==> src/rtl/mem_arbiter_ctrl.sv <==
// Byte-serial RAM port sequencer shared by instruction fetch and MEM.
// MEM has priority; every access ends with a one-cycle ready pulse.
module mem_arbiter_ctrl #(
  parameter int ADDR_W = 32
) (
  input  logic              clk,
  input  logic              rst,
  input  logic              if_req,
  input  logic [ADDR_W-1:0] if_addr,
  output logic              if_ready,
  output logic [31:0]       if_data,
  input  logic              mem_req,
  input  logic              mem_we,
  input  logic [1:0]        mem_size,
  input  logic [ADDR_W-1:0] mem_addr,
  input  logic [31:0]       mem_wdata,
  output logic              mem_ready,
  output logic [31:0]       mem_rdata,
  output logic [ADDR_W-1:0] ram_a,
  output logic [7:0]        ram_dout,
  output logic              ram_wr,
  input  logic [7:0]        ram_din,
  output logic              stall_req_if,
  output logic              stall_req_mem
);

  typedef enum logic [1:0] {
    IDLE,
    READ,
    WRITE,
    DONE
  } state_t;

  state_t            state_q;
  logic              gnt_mem_q;
  logic [ADDR_W-1:0] addr_q;
  logic [31:0]       wdata_q;
  logic [31:0]       buf_q;
  logic [2:0]        cnt_q;
  logic [2:0]        nbytes_q;

  logic [ADDR_W-1:0] ram_a_q;
  logic [7:0]        ram_dout_q;
  logic              ram_wr_q;
  logic              if_ready_q;
  logic              mem_ready_q;
  logic [31:0]       if_data_q;
  logic [31:0]       mem_rdata_q;

  logic [1:0]        lane_d;
  logic [31:0]       merged_d;
  logic [ADDR_W-1:0] next_a_d;
  logic [7:0]        next_b_d;
  logic [2:0]        mem_n_d;

  function automatic logic [2:0] bytes_of(input logic [1:0] sz);
    logic [2:0] n;
    n = 3'd4;
    unique case (sz)
      2'd0:    n = 3'd1;
      2'd1:    n = 3'd2;
      default: n = 3'd4;
    endcase
    return n;
  endfunction

  // Byte lane bookkeeping: read capture trails address issue by two edges.
  always_comb begin
    lane_d   = cnt_q[1:0] - 2'd2;
    merged_d = buf_q | (32'(ram_din) << {lane_d, 3'b000});
    next_a_d = addr_q + ADDR_W'(cnt_q);
    next_b_d = wdata_q[{cnt_q[1:0], 3'b000} +: 8];
    mem_n_d  = bytes_of(mem_size);
  end

  // Arbitration and per-byte sequencing FSM with registered outputs.
  always_ff @(posedge clk) begin
    if (rst) begin
      state_q     <= IDLE;
      gnt_mem_q   <= 1'b0;
      addr_q      <= '0;
      wdata_q     <= '0;
      buf_q       <= '0;
      cnt_q       <= '0;
      nbytes_q    <= '0;
      ram_a_q     <= '0;
      ram_dout_q  <= '0;
      ram_wr_q    <= 1'b0;
      if_ready_q  <= 1'b0;
      mem_ready_q <= 1'b0;
      if_data_q   <= '0;
      mem_rdata_q <= '0;
    end else begin
      unique case (state_q)
        IDLE: begin
          if (mem_req) begin
            gnt_mem_q <= 1'b1;
            addr_q    <= mem_addr;
            wdata_q   <= mem_wdata;
            nbytes_q  <= mem_n_d;
            buf_q     <= '0;
            cnt_q     <= 3'd1;
            ram_a_q   <= mem_addr;
            if (mem_we) begin
              state_q    <= WRITE;
              ram_dout_q <= mem_wdata[7:0];
              ram_wr_q   <= 1'b1;
            end else begin
              state_q <= READ;
            end
          end else if (if_req) begin
            gnt_mem_q <= 1'b0;
            addr_q    <= if_addr;
            nbytes_q  <= 3'd4;
            buf_q     <= '0;
            cnt_q     <= 3'd1;
            ram_a_q   <= if_addr;
            state_q   <= READ;
          end
        end
        READ: begin
          cnt_q <= cnt_q + 3'd1;
          if (cnt_q < nbytes_q) begin
            ram_a_q <= next_a_d;
          end
          if (cnt_q >= 3'd2) begin
            buf_q <= merged_d;
          end
          if (cnt_q == nbytes_q + 3'd1) begin
            state_q <= DONE;
            if (gnt_mem_q) begin
              mem_rdata_q <= merged_d;
              mem_ready_q <= 1'b1;
            end else begin
              if_data_q  <= merged_d;
              if_ready_q <= 1'b1;
            end
          end
        end
        WRITE: begin
          if (cnt_q == nbytes_q) begin
            ram_wr_q    <= 1'b0;
            mem_ready_q <= 1'b1;
            state_q     <= DONE;
          end else begin
            ram_a_q    <= next_a_d;
            ram_dout_q <= next_b_d;
            ram_wr_q   <= 1'b1;
            cnt_q      <= cnt_q + 3'd1;
          end
        end
        DONE: begin
          if_ready_q  <= 1'b0;
          mem_ready_q <= 1'b0;
          ram_a_q     <= '0;
          cnt_q       <= '0;
          state_q     <= IDLE;
        end
      endcase
    end
  end

  assign ram_a     = ram_a_q;
  assign ram_dout  = ram_dout_q;
  assign ram_wr    = ram_wr_q;
  assign if_ready  = if_ready_q;
  assign mem_ready = mem_ready_q;
  assign if_data   = if_data_q;
  assign mem_rdata = mem_rdata_q;

  assign stall_req_if  = if_req & ~if_ready_q;
  assign stall_req_mem = mem_req & ~mem_ready_q;

endmodule

==> config.mk <==
export PLATFORM = sky130hd
export DESIGN_NAME = mem_arbiter_ctrl
export DESIGN_NICKNAME = d
export VERILOG_FILES = /design/src/rtl/mem_arbiter_ctrl.sv
export SDC_FILE = /design/constraint.sdc
export NUM_CORES = 1
export LEC_CHECK = 0
export CAP_MARGIN = 20
export CORE_ASPECT_RATIO = 0.75
export CORE_MARGIN = 2
export CORE_UTILIZATION = 50
export DETAILED_ROUTE_END_ITERATION = 12
export GPL_TIMING_DRIVEN = 0
export PLACE_DENSITY = 0.9
export SETUP_SLACK_MARGIN = 0.2
export SLEW_MARGIN = 20
export SYNTH_ARGS = -nofsm -noshare
export SYNTH_HDL_FRONTEND = slang
export SYNTH_SLANG_ARGS = --single-unit
==> constraint.sdc <==
create_clock -name clk -period 3.4 [get_ports clk]
set_clock_uncertainty 0.05 [all_clocks]
set_input_delay 0.34 -clock clk [delete_from_list [all_inputs] [get_ports clk]]
set_output_delay 0.34 -clock clk [all_outputs]
set_load 0.05 [all_outputs]
# ---- Word level (Yosys, flattened, before mapping)
# Index checks and enable logic that the tools add are counted.
dict set report totals {
  ramBits 0
  latchBits 0
  romBits 0
  in_bits 111
  wordCells 102
  register_bits 212
  n_memories 0
  out_inout_bits 109
}
dict set report classes {
  multipliers 0
  bitwise 6
  n_lt_le_gt_ge 2
  n_mux 39
  add_sub_neg 4
  shift 2
  reduce_logical 19
  eq_ne 16
  div 0
}
# cell count
set ops {}
lappend ops {{2-to-1 mux 32 bit} 7}
lappend ops {{one-hot mux 32 bit (4 select lines)} 1}
lappend ops {{one-hot mux 32 bit (2 select lines)} 1}
lappend ops {{adder 32 x 3 -> 32 bit} 1}
lappend ops {{OR 32 bit} 1}
lappend ops {{indexed part select 32 x 6 -> 8 bit} 1}
lappend ops {{<< shifter 8 x 5 -> 32 bit} 1}
lappend ops {{2-to-1 mux 8 bit} 3}
lappend ops {{AND reduction 3 bit} 7}
lappend ops {{inequality test 2 bit, second input constant} 9}
lappend ops {{one-hot mux 8 bit (2 select lines)} 1}
lappend ops {{2-to-1 mux 3 bit} 5}
lappend ops {{one-hot mux 3 bit (4 select lines)} 1}
lappend ops {{2-to-1 mux 1 bit} 10}
lappend ops {{2-to-1 mux 2 bit} 5}
lappend ops {{one-hot mux 2 bit (4 select lines)} 1}
lappend ops {{AND reduction 4 bit} 2}
lappend ops {{nonzero test 2 bit} 4}
lappend ops {{adder 3 x 1 -> 3 bit, second input constant} 2}
lappend ops {{equality test 3 bit} 2}
lappend ops {{one-hot mux 3 bit (2 select lines)} 1}
lappend ops {{AND reduction 2 bit} 3}
lappend ops {{equality test 2 x 1 -> 1 bit, second input constant} 2}
lappend ops {{equality test 2 bit, second input constant} 2}
lappend ops {{other kinds (10)} 15}

# ---- Longest topological paths before layout
# Gate-level depths: netlist of the first run.
dict set report depth {
  depth_word 5
  ltp_mapped 10
  depth_no_buf 8
}

# ---- Worst setup path before layout of the first run
# Ideal clock, no wire load.
dict set report synth_path {
  path_kind {reg-to-reg}
  start {register cnt_q[1]}
  end {register ram_a_q[14], in the netlist ram_a[14]}
  stages_incl_launch_ff 9
  setup_time_ns 0.078
  period_less_slack_ns 2.420
  path_slack_ns 0.980
  t_arrival_ns 2.292
  path_buffers 1
  required_time_ns 3.272
  cell_sequence {dfxtp_1 > clkbuf_1 > inv_1 > fa_1 > or2b_1 > a2111oi_0 > mux2i_1 > nor3_1 > nor3_1}
}
dict set report synth_via {
  elab_chain_len 3
  word_cells_on_any_way 9
  classes_between {add/sub (1); order compare (1); eq/ne (3); mux (3); reduce/logical (1)}
}
# item line
set synth_rtl {}
lappend synth_rtl {{from (decl)} 39} ;# logic [2:0] cnt_q;
lappend synth_rtl {{from (signal assigned)} 122} ;# cnt_q <= cnt_q + 3'd1;
lappend synth_rtl {{from (signal assigned)} 149} ;# cnt_q <= cnt_q + 3'd1;
lappend synth_rtl {{adder 32 x 3 -> 32 bit, or another cell as far along} 71} ;# next_a_d = addr_q + ADDR_W'(cnt_q);
lappend synth_rtl {{2-to-1 mux 32 bit, or another cell as far along} 141} ;# if (cnt_q == nbytes_q) begin
lappend synth_rtl {{one-hot mux 32 bit (4 select lines) or AND reduction 3 bit (tied branches)} n/a}
lappend synth_rtl {{to (signal assigned)} 103} ;# ram_a_q <= mem_addr;
lappend synth_rtl {{to (signal assigned)} 117} ;# ram_a_q <= if_addr;
lappend synth_rtl {{to (signal assigned)} 146} ;# ram_a_q <= next_a_d;
lappend synth_rtl {{to (decl)} 42} ;# logic [ADDR_W-1:0] ram_a_q;
# Parallel ways exist; a longest one is shown, timed or not. The select of a mux whose other input is x is not followed.
# A chain may end at the register's enable or synchronous reset.

# ---- Final worst setup path of the first run
dict set report layout_path {
  start {register cnt_q[0]}
  end {register ram_a_q[8], in the netlist ram_a[8]}
}
# Same word-level chain as after synthesis.

==> results of run 1 <==
synth_stat cells, types with 6 or more instances:
| cell type | count |
|---|---|
| and3_1 | 10 |
| xnor2_1 | 9 |
| nor2_1 | 210 |
| a21oi_1 | 78 |
| mux2i_1 | 42 |
| nand3_1 | 10 |
| a211oi_1 | 126 |
| clkbuf_1 | 58 |
| a22oi_1 | 34 |
| xor2_1 | 7 |
| buf_1 | 7 |
| nand2_1 | 86 |
| inv_1 | 13 |
| buf_4 | 9 |
| a311oi_1 | 6 |
| nand2b_1 | 7 |
| o21ai_0 | 15 |
| dfxtp_1 | 212 |
| mux4_2 | 8 |
| nor4_1 | 6 |
| nand4_1 | 7 |
| nor3_1 | 24 |
| buf_2 | 22 |
| ha_1 | 13 |
metal layers:
metal | up-vias | GRT usage | share of wire
li1 | 4437 | - | -
met1 | 4559 | 0.448 | 0.43
met2 | 593 | 0.470 | 0.43
met3 | 68 | 0.0755 | 0.12
met4 | 0 | 0.0819 | 0.020
met5 | - | 0 | 0
path summary, 6_finish.rpt:
check | to | slack, ns | cells after the start
worst max register to register | ram_a[8]$_SDFFE_PP0P_ | 0.37 | 8
worst max-delay path | ram_a[8]$_SDFFE_PP0P_ | 0.37 | 8
worst min register to register | wdata_q[22]$_SDFFE_PP0P_ | 0.40 | 2
worst min-delay path | buf_q[13]$_SDFFE_PP0P_ | 0.27 | 3
where the power goes:
part / total (mW) / internal [mW] / switching [mW]
combinational: 4.80 / 1.57 / 3.23
sequential: 3.42 / 3.01 / 0.415
clock: 2.34 / 1.36 / 0.980
what timing repair did:
action                                  4_1_cts  5_1_grt
pin swaps                                     0        0
gates resized for setup                       1        3
endpoints found under the setup margin        2        5
endpoints found under the hold margin         0        0
per-stage QoR:
stage	setup WS [ns]	power, mW	utilization
global placement	0.296	8.03	0.643
global route	0.229	11.0	0.680
floorplan	0.980	6.52	-
CTS	0.373	10.5	0.680
finish	0.366	10.6	0.680
detailed placement	0.216	8.15	0.643
state kept, by name (all words and copies together) (netlist names):
signal     flops
addr_q        32
mem_ready      1
mem_rdata     32
if_data       32
gnt_mem_q      1
state_q        2
if_ready       1
nbytes_q       3
ram_a         32
ram_wr         1
wdata_q       32
cnt_q          3
ram_dout       8
buf_q         32
area by class of cell:
| type | count | area, µm² | area share |
|---|---|---|---|
| multi-input cells | 780 | 4800 | 0.381 |
| flip-flops and latches | 212 | 4240 | 0.336 |
| repair buffers | 210 | 2100 | 0.167 |
| clock buffers | 30 | 589 | 0.0467 |
| plain buffers | 97 | 435 | 0.0345 |
| well taps | 247 | 309 | 0.0245 |
| clock inverters | 6 | 87.6 | 0.00694 |
| inverters | 13 | 48.8 | 0.00387 |
kinds of logic (layout without fill, tap and decap cells):
kind of cell               count (synthesis)  after routing  share of synthesized area
adders and majority gates                 14             14                     0.0192
xor gates and xnor gates                  17             17                     0.0172
DFF                                      212            212                      0.446
muxes                                     52             52                     0.0658
AOI/OAI and AO/OA                        305            305                      0.221
buffers and inverters                    110            356                     0.0506
and+or+nand+nor                          392            392                      0.180
worst reg2reg max path: stages (launching register included):
cell      delay [ns]
dfxtp_1         0.39
inv_1           0.16
ha_1            0.36
and4_1          0.25
nor2_2          0.40
nand2_1         0.47
clkbuf_1        0.43
a211oi_1        0.29
nor3_1          0.08
==> metrics.cfg, run 1 <==
[status]
outcome = complete, no violations

[route]
drc_errors = 0
drt-wirelength-per-cell_um = 20.2
routed_wl_um = 32300
drtIter0Drc = 973
dr.pass1.iters = 8
num_vias = 9657
ant_nets = 0
drt-vias-per-instance = 6.05

[cells_and_area]
fin_cells = 1595
layout-drive-gt1-share = 0.0653
final_cell_mix = dfxtp_1, nor2_1, clkdlybuf4s50_1
fin_nets = 1460
fin_area_um2 = 12600
fillers = 1504
syn_to_final_growth_pct = 32.5
layout_commonest_cell = dfxtp_1
antenna_cells = 0

[setup_path]
cp_cell_sequence = inv_1, ha_1, and4_1, nor2_2, nand2_1, clkbuf_1, a211oi_1, nor3_1
path_buf_inv = 2
worstPathRequired_ns = 3.72
crit_path_top_delay_cell = nand2_1
critical_path.startpoint = cnt_q[0]$_SDFFE_PP0P_
cp-start-kind = register
cp_slowest_stage_delay_ns = 0.47
arrival_ns = 3.35
crit_fanout = 10
cp_top_family = simple AND/OR/NAND/NOR gates
endpoint_kind = register
r2r-start = cnt_q[0]$_SDFFE_PP0P_
worstSetupPathType = reg2reg

[global_route]
grt_pass1_vias = 9043
grt_pass1_wl_um = 48800
grt_use_total = 0.312
antenna_found_initial = 0
grt_max_degree = 15
grt-ovfl-total = 0

[job]
drv_cap = 0

[clock_network]
clkTransAtPathRegs_ns = 0.07
cts_buffers = 21
cts_buffer_depth = 3
htree_num_levels = 1
clk_latency_ns = 0.51
cts_tree = done
cts-root-buf = clkbuf_16
cts_setup_buffers = 0
ctsHoldBuffers = 0
cts_sinks = 212

[yosys]
synth_top_area_cell = dfxtp_1
synth_flop_cell = dfxtp_1
avgSynthCellArea_um2 = 8.64
synth_area_leaders = dfxtp_1, a211oi_1, nor2_1
synth-seq-area-share = 0.446
yosysTopAreaCellShare = 0.446
synth_edf_count = 0
netlist_instances = 1102
ys_ff_latch = 212
synthDistinctLibCells = 71
synth_nets = 1227
ys_async_sr_fraction = 0
yosysWarnings = 0
syn_area_um2 = 9530

[pwr]
p_leak_nw = 4.50
peakVddDrop_v = 0.000479
pwr_density_cell_nw_per_um2 = 837

[sta]
rsz0062_at_grt = no
fin_crit_sh = 0.892
relSlewSlack = 0.402
finalHoldViolCount = 0
slew_violations = 0
fin_hold_ws_ns = 0.270
setup_tns_ns = 0
worst_slew_pin_slew_ns = 0.890
period_needed_ns = 3.03
setup_viol = 0
max_freq_mhz = 330

[floorplanning]
start_util = 0.513
coreArea_um2 = 18600
io_pins = 220
dieArea_um2 = 20200
die_w_um = 163
rows = 43
dieHeight_um = 124

[placed_design]
port_buffers = 210
place.gp.congestion = 0.969
place_inst = 1559
dpl.hpwl_um = 23700
place_area_um2 = 11900

[hold_path]
hp-class = in2reg
hold_path.startpoint = ram_din[5]

(Power assumes the default switching activity.)
==> inputs of run 2 (changes only) <==
- CORE_MARGIN: 2 -> unset
==> metrics.cfg, run 2 (synthesis gave the netlist of run 1 again) <==
[cells_and_area]
syn_to_final_growth_pct = 32.3  ; was 32.5%
final_cell_mix = dfxtp_1, nor2_1, clkdlybuf4s50_1  ; unchanged
finish.utilization = 0.679  ; was 0.680
fin_cells = 1596  ; was 1,595
layout-drive-gt1-share = 0.0652  ; was 0.0653
antenna_cells = 0  ; unchanged
fin_nets = 1460  ; unchanged
layout_commonest_cell = dfxtp_1  ; unchanged

[route]
routed_wl_um = 31900  ; was 32,300 µm
dr.pass1.iters = 5  ; was 8
drc_errors = 0  ; unchanged
drt-vias-per-instance = 5.97  ; was 6.05
ant_nets = 0  ; unchanged
drtIter0Drc = 977  ; was 973
num_vias = 9526  ; was 9,657
drt-wirelength-per-cell_um = 20.0  ; was 20.2 µm

[hold_path]
worstHoldEndpoint = buf_q[5]$_SDFFE_PP0P_  ; was buf_q[13]$_SDFFE_PP0P_
hp-class = in2reg  ; unchanged
hold_path.startpoint = ram_din[5]  ; unchanged
min_path_cells = 3  ; unchanged

[sta]
setup_tns_ns = 0  ; unchanged
relSlewSlack = 0.349  ; was 0.402
rsz0062_at_grt = no  ; unchanged
setup_viol = 0  ; unchanged
slew_violations = 0  ; unchanged
worst_slew_pin_slew_ns = 0.970  ; was 0.890 ns
finalHoldViolCount = 0  ; unchanged
setup_ws_ns = 0.359  ; was 0.366 ns
max_freq_mhz = 329  ; was 330 MHz
period_needed_ns = 3.04  ; was 3.03 ns
fin_crit_sh = 0.895  ; was 0.892

[placed_design]
preCtsSetupSlack_ns = 0.222  ; was 0.216 ns
place.gp.congestion = 1.02  ; was 0.969
dpl.hpwl_um = 23100  ; was 23,700 µm
port_buffers = 210  ; unchanged
place_inst = 1559  ; unchanged

[clock_network]
ctsHoldBuffers = 0  ; unchanged
htree_num_levels = 1  ; unchanged
cts_buffers = 21  ; unchanged
cts_tree = done  ; unchanged
cts_buffer_depth = 3  ; unchanged
clkTransAtPathRegs_ns = 0.06  ; was 0.07 ns
cts-root-buf = clkbuf_16  ; unchanged
cts_sinks = 212  ; unchanged
clk_latency_ns = 0.50  ; was 0.51 ns

[pwr]
pwr_density_cell_nw_per_um2 = 833  ; was 837 nW/µm²
p_leak_nw = 4.49  ; was 4.50 nW
power_switching_mw = 4.61  ; was 4.63 mW
power_mw = 10.5  ; was 10.6 mW
peakVddDrop_v = 0.000438  ; was 0.000479 V
pwr-share-comb = 0.456  ; was 0.455
seqPwrFrac = 0.327  ; was 0.324
clkPwrFrac = 0.218  ; was 0.221
switching_share = 0.439  ; was 0.438
internal-power_mw = 5.88  ; was 5.94 mW

[setup_path]
reg2regPathDepth = 8  ; unchanged
critical_path.startpoint = mem_req  ; was cnt_q[0]$_SDFFE_PP0P_
worstSetupPathType = in2out  ; was reg2reg
cp-start-kind = input port  ; was register
worstPathRequired_ns = 3.01  ; was 3.72 ns
cp_top_family = buffers and inverters  ; was simple AND/OR/NAND/NOR gates
cp_cell_sequence = clkdlybuf4s50_1, buf_2, buf_2, nor2b_1, clkdlybuf4s50_1  ; was inv_1, ha_1, and4_1, nor2_2, nand2_1, clkbuf_1, a211oi_1, nor3_1
crit_fanout = 10  ; unchanged
reg2reg_slack_ns = 0.40  ; was 0.37 ns
reg2reg_to = ram_a[23]$_SDFFE_PP0P_  ; was ram_a[8]$_SDFFE_PP0P_
arrival_ns = 2.65  ; was 3.35 ns
path_buf_inv = 4  ; was 2
cp_slowest_stage_delay_ns = 0.81  ; was 0.47 ns
r2r-start = state_q[1]$_SDFFE_PP0P_  ; was cnt_q[0]$_SDFFE_PP0P_
endpoint_kind = primary output  ; was register
crit_path_top_delay_cell = clkdlybuf4s50_1  ; was nand2_1

[floorplanning]
dieHeight_um = 122  ; was 124 µm
die_w_um = 161  ; was 163 µm
dieArea_um2 = 19600  ; was 20,200 µm²
rows = 43  ; unchanged
io_pins = 220  ; unchanged
coreArea_um2 = 18600  ; unchanged
start_util = 0.513  ; unchanged

[global_route]
grt_pass1_wl_um = 48400  ; was 48,800 µm
grt-ovfl-total = 0  ; unchanged
grt_max_degree = 15  ; unchanged
grt_pass1_vias = 8845  ; was 9,043
antenna_found_initial = 0  ; unchanged
grt_use_total = 0.316  ; was 0.312

[status]
outcome = complete, no violations  ; unchanged

[job]
drv_cap = 0  ; unchanged

## run 2: cell count changes in the layout (fill, tap and decap cells not counted), sizes merged
cell / before / now
bufinv: 2 / 1
clkbuf: 88 / 89
clkinv: 3 / 4
## run 2: layout make-up
| type | count | area (µm²) |
|---|---|---|
| buffer | 97 | 435 |
| clock buffer | 31 | 603 |
| clock inverter | 6 | 58.8 |
| fill | 1483 | 5960 |
| inverter | 13 | 48.8 |
| multi-input combinational | 780 | 4800 |
| sequential | 212 | 4240 |
| tap | 247 | 309 |
| timing repair buffer | 210 | 2100 |
## run 2: power by group through the flow
stage | Sequential, mW | Clock (mW) | Combinational (mW)
2_1_floorplan | 4.39 | 0 | 2.13
3_3_place_gp | 3.44 | 0 | 4.59
3_5_place_dp | 3.45 | 0 | 4.68
4_1_cts | 3.41 | 2.30 | 4.71
5_1_grt | 3.48 | 2.40 | 5.06
6_report | 3.43 | 2.29 | 4.78
## run 2: worst reg2reg max path, cell delays in order (launching register included)
cell	delay (ns)
dfxtp_1	0.38
inv_1	0.10
ha_1	0.42
nor2b_1	0.17
clkbuf_1	0.48
clkbuf_1	0.53
buf_2	0.42
nand3_1	0.16
a311oi_2	0.20
## run 2: worst max path at each step
stage / slack (ns) / cells after the start / end
finish: 0.36 / 5 / stall_req_mem
global route: 0.28 / 8 / ram_a[6]$_SDFFE_PP0P_
CTS: 0.38 / 5 / stall_req_mem
detailed placement: 0.22 / 9 / ram_a[20]$_SDFFE_PP0P_
global placement: 0.31 / 9 / ram_a[20]$_SDFFE_PP0P_
floorplan: 0.98 / 8 / ram_a[14]$_SDFFE_PP0P_
## run 2: per-layer routing
metal,up-vias,global-route usage,share of wire
met4,0,0.0802,0.018
li1,4426,-,-
met2,525,0.485,0.43
met3,53,0.0599,0.10
met5,-,0,0
met1,4522,0.457,0.45
## run 2: stage by stage
| step | hold slack, ns | instance area, µm² |
|---|---|---|
| final | 0.287 | 12600 |
| after floorplan | 0.383 | 9530 |
| after CTS | 0.255 | 12600 |
| after global routing | 0.305 | 12600 |
| after detailed placement | 0.395 | 11900 |
| after global placement | 0.390 | 11900 |
## run 2: repair_timing
| action | CTS | global route |
|---|---|---|
| buffers inserted | 0 | 0 |
| gates resized for setup | 1 | 2 |
| endpoints found under the setup margin | 1 | 1 |
==> inputs of run 3 (changes only) <==
--- a/config.mk
+++ b/config.mk
@@ -8,8 +8,8 @@
 export CAP_MARGIN = 20
 export CORE_ASPECT_RATIO = 0.75
-export CORE_UTILIZATION = 50
+export CORE_UTILIZATION = 54
 export DETAILED_ROUTE_END_ITERATION = 12
 export GPL_TIMING_DRIVEN = 0
-export PLACE_DENSITY = 0.9
+export PLACE_DENSITY = 0.95
 export SETUP_SLACK_MARGIN = 0.2
 export SLEW_MARGIN = 20
==> constraint.sdc (replaced) <==
create_clock -name clk -period 3.9 [get_ports clk]
set_clock_uncertainty 0.05 [all_clocks]
set_input_delay 0.585 -clock clk [delete_from_list [all_inputs] [get_ports clk]]
set_output_delay 0.585 -clock clk [all_outputs]
set_load 0.05 [all_outputs]
==> metrics.cfg, run 3 (synthesis gave the netlist of run 1 again) <==
[route]
drtIter0Drc = 973  ; was 977
drc_errors = 0  ; unchanged
dr.pass1.iters = 8  ; was 5
drt-vias-per-instance = 6.20  ; was 5.97
num_vias = 9813  ; was 9,526
drt-wirelength-per-cell_um = 20.3  ; was 20.0 µm
ant_nets = 0  ; unchanged
routed_wl_um = 32200  ; was 31,900 µm

[placed_design]
preCtsSetupSlack_ns = 0.400  ; was 0.222 ns
place.gp.congestion = 1.01  ; was 1.02
place_inst = 1548  ; was 1,559
dpl.hpwl_um = 23400  ; was 23,100 µm
port_buffers = 210  ; unchanged
place_area_um2 = 11900  ; about the same

[clock_network]
cts_sinks = 212  ; unchanged
ctsResizeCount = 0  ; was 1
cts_buffer_depth = 3  ; unchanged
cts_buffers = 21  ; unchanged
htree_num_levels = 1  ; unchanged
ctsHoldBuffers = 0  ; unchanged
clk_latency_ns = 0.50  ; about the same
cts_setup_buffers = 0  ; unchanged
cts-root-buf = clkbuf_16  ; unchanged
cts_tree = done  ; unchanged
clkTransAtPathRegs_ns = 0.06  ; about the same

[global_route]
grt_use_total = 0.351  ; was 0.316
grt_pass1_wl_um = 49300  ; was 48,400 µm
antenna_found_initial = 0  ; unchanged
grt_pass1_vias = 9371  ; was 8,845
grt_max_degree = 17  ; was 15
grt-ovfl-total = 0  ; unchanged

[cells_and_area]
final_cell_mix = dfxtp_1, nor2_1, clkdlybuf4s50_1  ; unchanged
fin_cells = 1584  ; was 1,596
layout-drive-gt1-share = 0.0675  ; was 0.0652
finish.utilization = 0.743  ; was 0.679
layout_commonest_cell = dfxtp_1  ; unchanged
antenna_cells = 0  ; unchanged
fin_nets = 1460  ; unchanged
syn_to_final_growth_pct = 32.9  ; was 32.3%
fin_area_um2 = 12700  ; was 12,600 µm²

[setup_path]
worstPathRequired_ns = 3.26  ; was 3.01 ns
cp_cell_sequence = clkdlybuf4s50_1, buf_2, buf_2, nor2b_1, clkdlybuf4s50_1  ; unchanged
path_buf_inv = 4  ; unchanged
crit_path_top_delay_cell = clkdlybuf4s50_1  ; unchanged
crit_fanout = 10  ; unchanged
r2r-start = cnt_q[1]$_SDFFE_PP0P_  ; was state_q[1]$_SDFFE_PP0P_
critical_path.startpoint = mem_req  ; unchanged
arrival_ns = 2.90  ; was 2.65 ns
cp-start-kind = input port  ; unchanged
cp_top_family = buffers and inverters  ; unchanged
worstSetupPathType = in2out  ; unchanged
endpoint_kind = primary output  ; unchanged
cp_slowest_stage_delay_ns = 0.82  ; was 0.81 ns

[pwr]
seqPwrFrac = 0.318  ; was 0.327
switching_share = 0.436  ; was 0.439
pwr_density_cell_nw_per_um2 = 739  ; was 833 nW/µm²
p_leak_nw = 4.51  ; was 4.49 nW
power_switching_mw = 4.08  ; was 4.61 mW
pwr-share-comb = 0.449  ; was 0.456
internal-power_mw = 5.28  ; was 5.88 mW
peakVddDrop_v = 0.000460  ; was 0.000438 V
power_mw = 9.36  ; was 10.5 mW
clkPwrFrac = 0.232  ; was 0.218

[floorplanning]
rows = 41  ; was 43
dieHeight_um = 117  ; was 122 µm
start_util = 0.559  ; was 0.513
die_w_um = 155  ; was 161 µm
dieArea_um2 = 18200  ; was 19,600 µm²
coreArea_um2 = 17000  ; was 18,600 µm²
io_pins = 220  ; unchanged

[sta]
setup_tns_ns = 0  ; unchanged
worst_slew_pin_slew_ns = 0.977  ; was 0.970 ns
fin_hold_ws_ns = 0.404  ; was 0.287 ns
fin_crit_sh = 0.907
max_freq_mhz = 283
setup_ws_ns = 0.361  ; was 0.359 ns
rsz0062_at_grt = no  ; unchanged
period_needed_ns = 3.54
setup_viol = 0  ; unchanged
finalHoldViolCount = 0  ; unchanged
relSlewSlack = 0.344  ; was 0.349
slew_violations = 0  ; unchanged

[job]
drv_cap = 0  ; unchanged

[hold_path]
hp-class = reg2reg  ; was in2reg
hold_path.startpoint = wdata_q[20]$_SDFFE_PP0P_  ; was ram_din[5]

[status]
outcome = complete, no violations  ; unchanged

## run 3: cell count changes in the layout (fill, tap and decap cells not counted), moves of 2 or more
cell,before,now
clkbuf_1,62,58
bufinv_16,1,3
clkinv_2,4,2
clkinvlp_4,0,3
clkbuf_2,2,0
## run 3: metal layers
metal,vias up,GRT usage,routed length [µm],share of wire
li1,4435,-,-,-
met4,0,0.108,752,0.023
met1,4633,0.475,13300,0.41
met5,-,0,0,0
met2,663,0.555,14000,0.44
met3,82,0.0865,4100,0.13
## run 3: path summary, 6_finish.rpt
| kind | slack [ns] | depth (start not counted) | to |
|---|---|---|---|
| setup / recovery | 0.36 | 5 | stall_req_mem |
| hold / removal | 0.40 | 2 | wdata_q[20]$_SDFFE_PP0P_ |
| hold reg to reg | 0.40 | 2 | wdata_q[20]$_SDFFE_PP0P_ |
| setup reg to reg | 0.62 | 9 | ram_a[28]$_SDFFE_PP0P_ |
## run 3: layout make-up
| class | instances | area [µm²] |
|---|---|---|
| Clock inverter | 10 | 143 |
| Multi-Input combinational cell | 780 | 4800 |
| Inverter | 13 | 48.8 |
| Fill cell | 1273 | 4370 |
| Clock buffer | 26 | 594 |
| Buffer | 97 | 433 |
| Sequential cell | 212 | 4240 |
| Tap cell | 236 | 295 |
| Timing Repair Buffer | 210 | 2100 |
## run 3: worst min-delay path, delay by kind of cell, from the launching register on
kind / cells / cell delay, ns
and+or+nand+nor: 1 / 0.05
AOI/OAI and AO/OA: 1 / 0.05
DFF: 1 / 0.31
## run 3: power groups by stage
stage | Clock [mW] | Combinational, mW | Sequential (mW)
2_1_floorplan | 0 | 1.85 | 3.83
3_3_place_gp | 0 | 4.00 | 2.98
3_5_place_dp | 0 | 4.10 | 3.00
4_1_cts | 2.17 | 4.13 | 2.96
5_1_grt | 2.26 | 4.46 | 3.02
6_report | 2.17 | 4.21 | 2.98
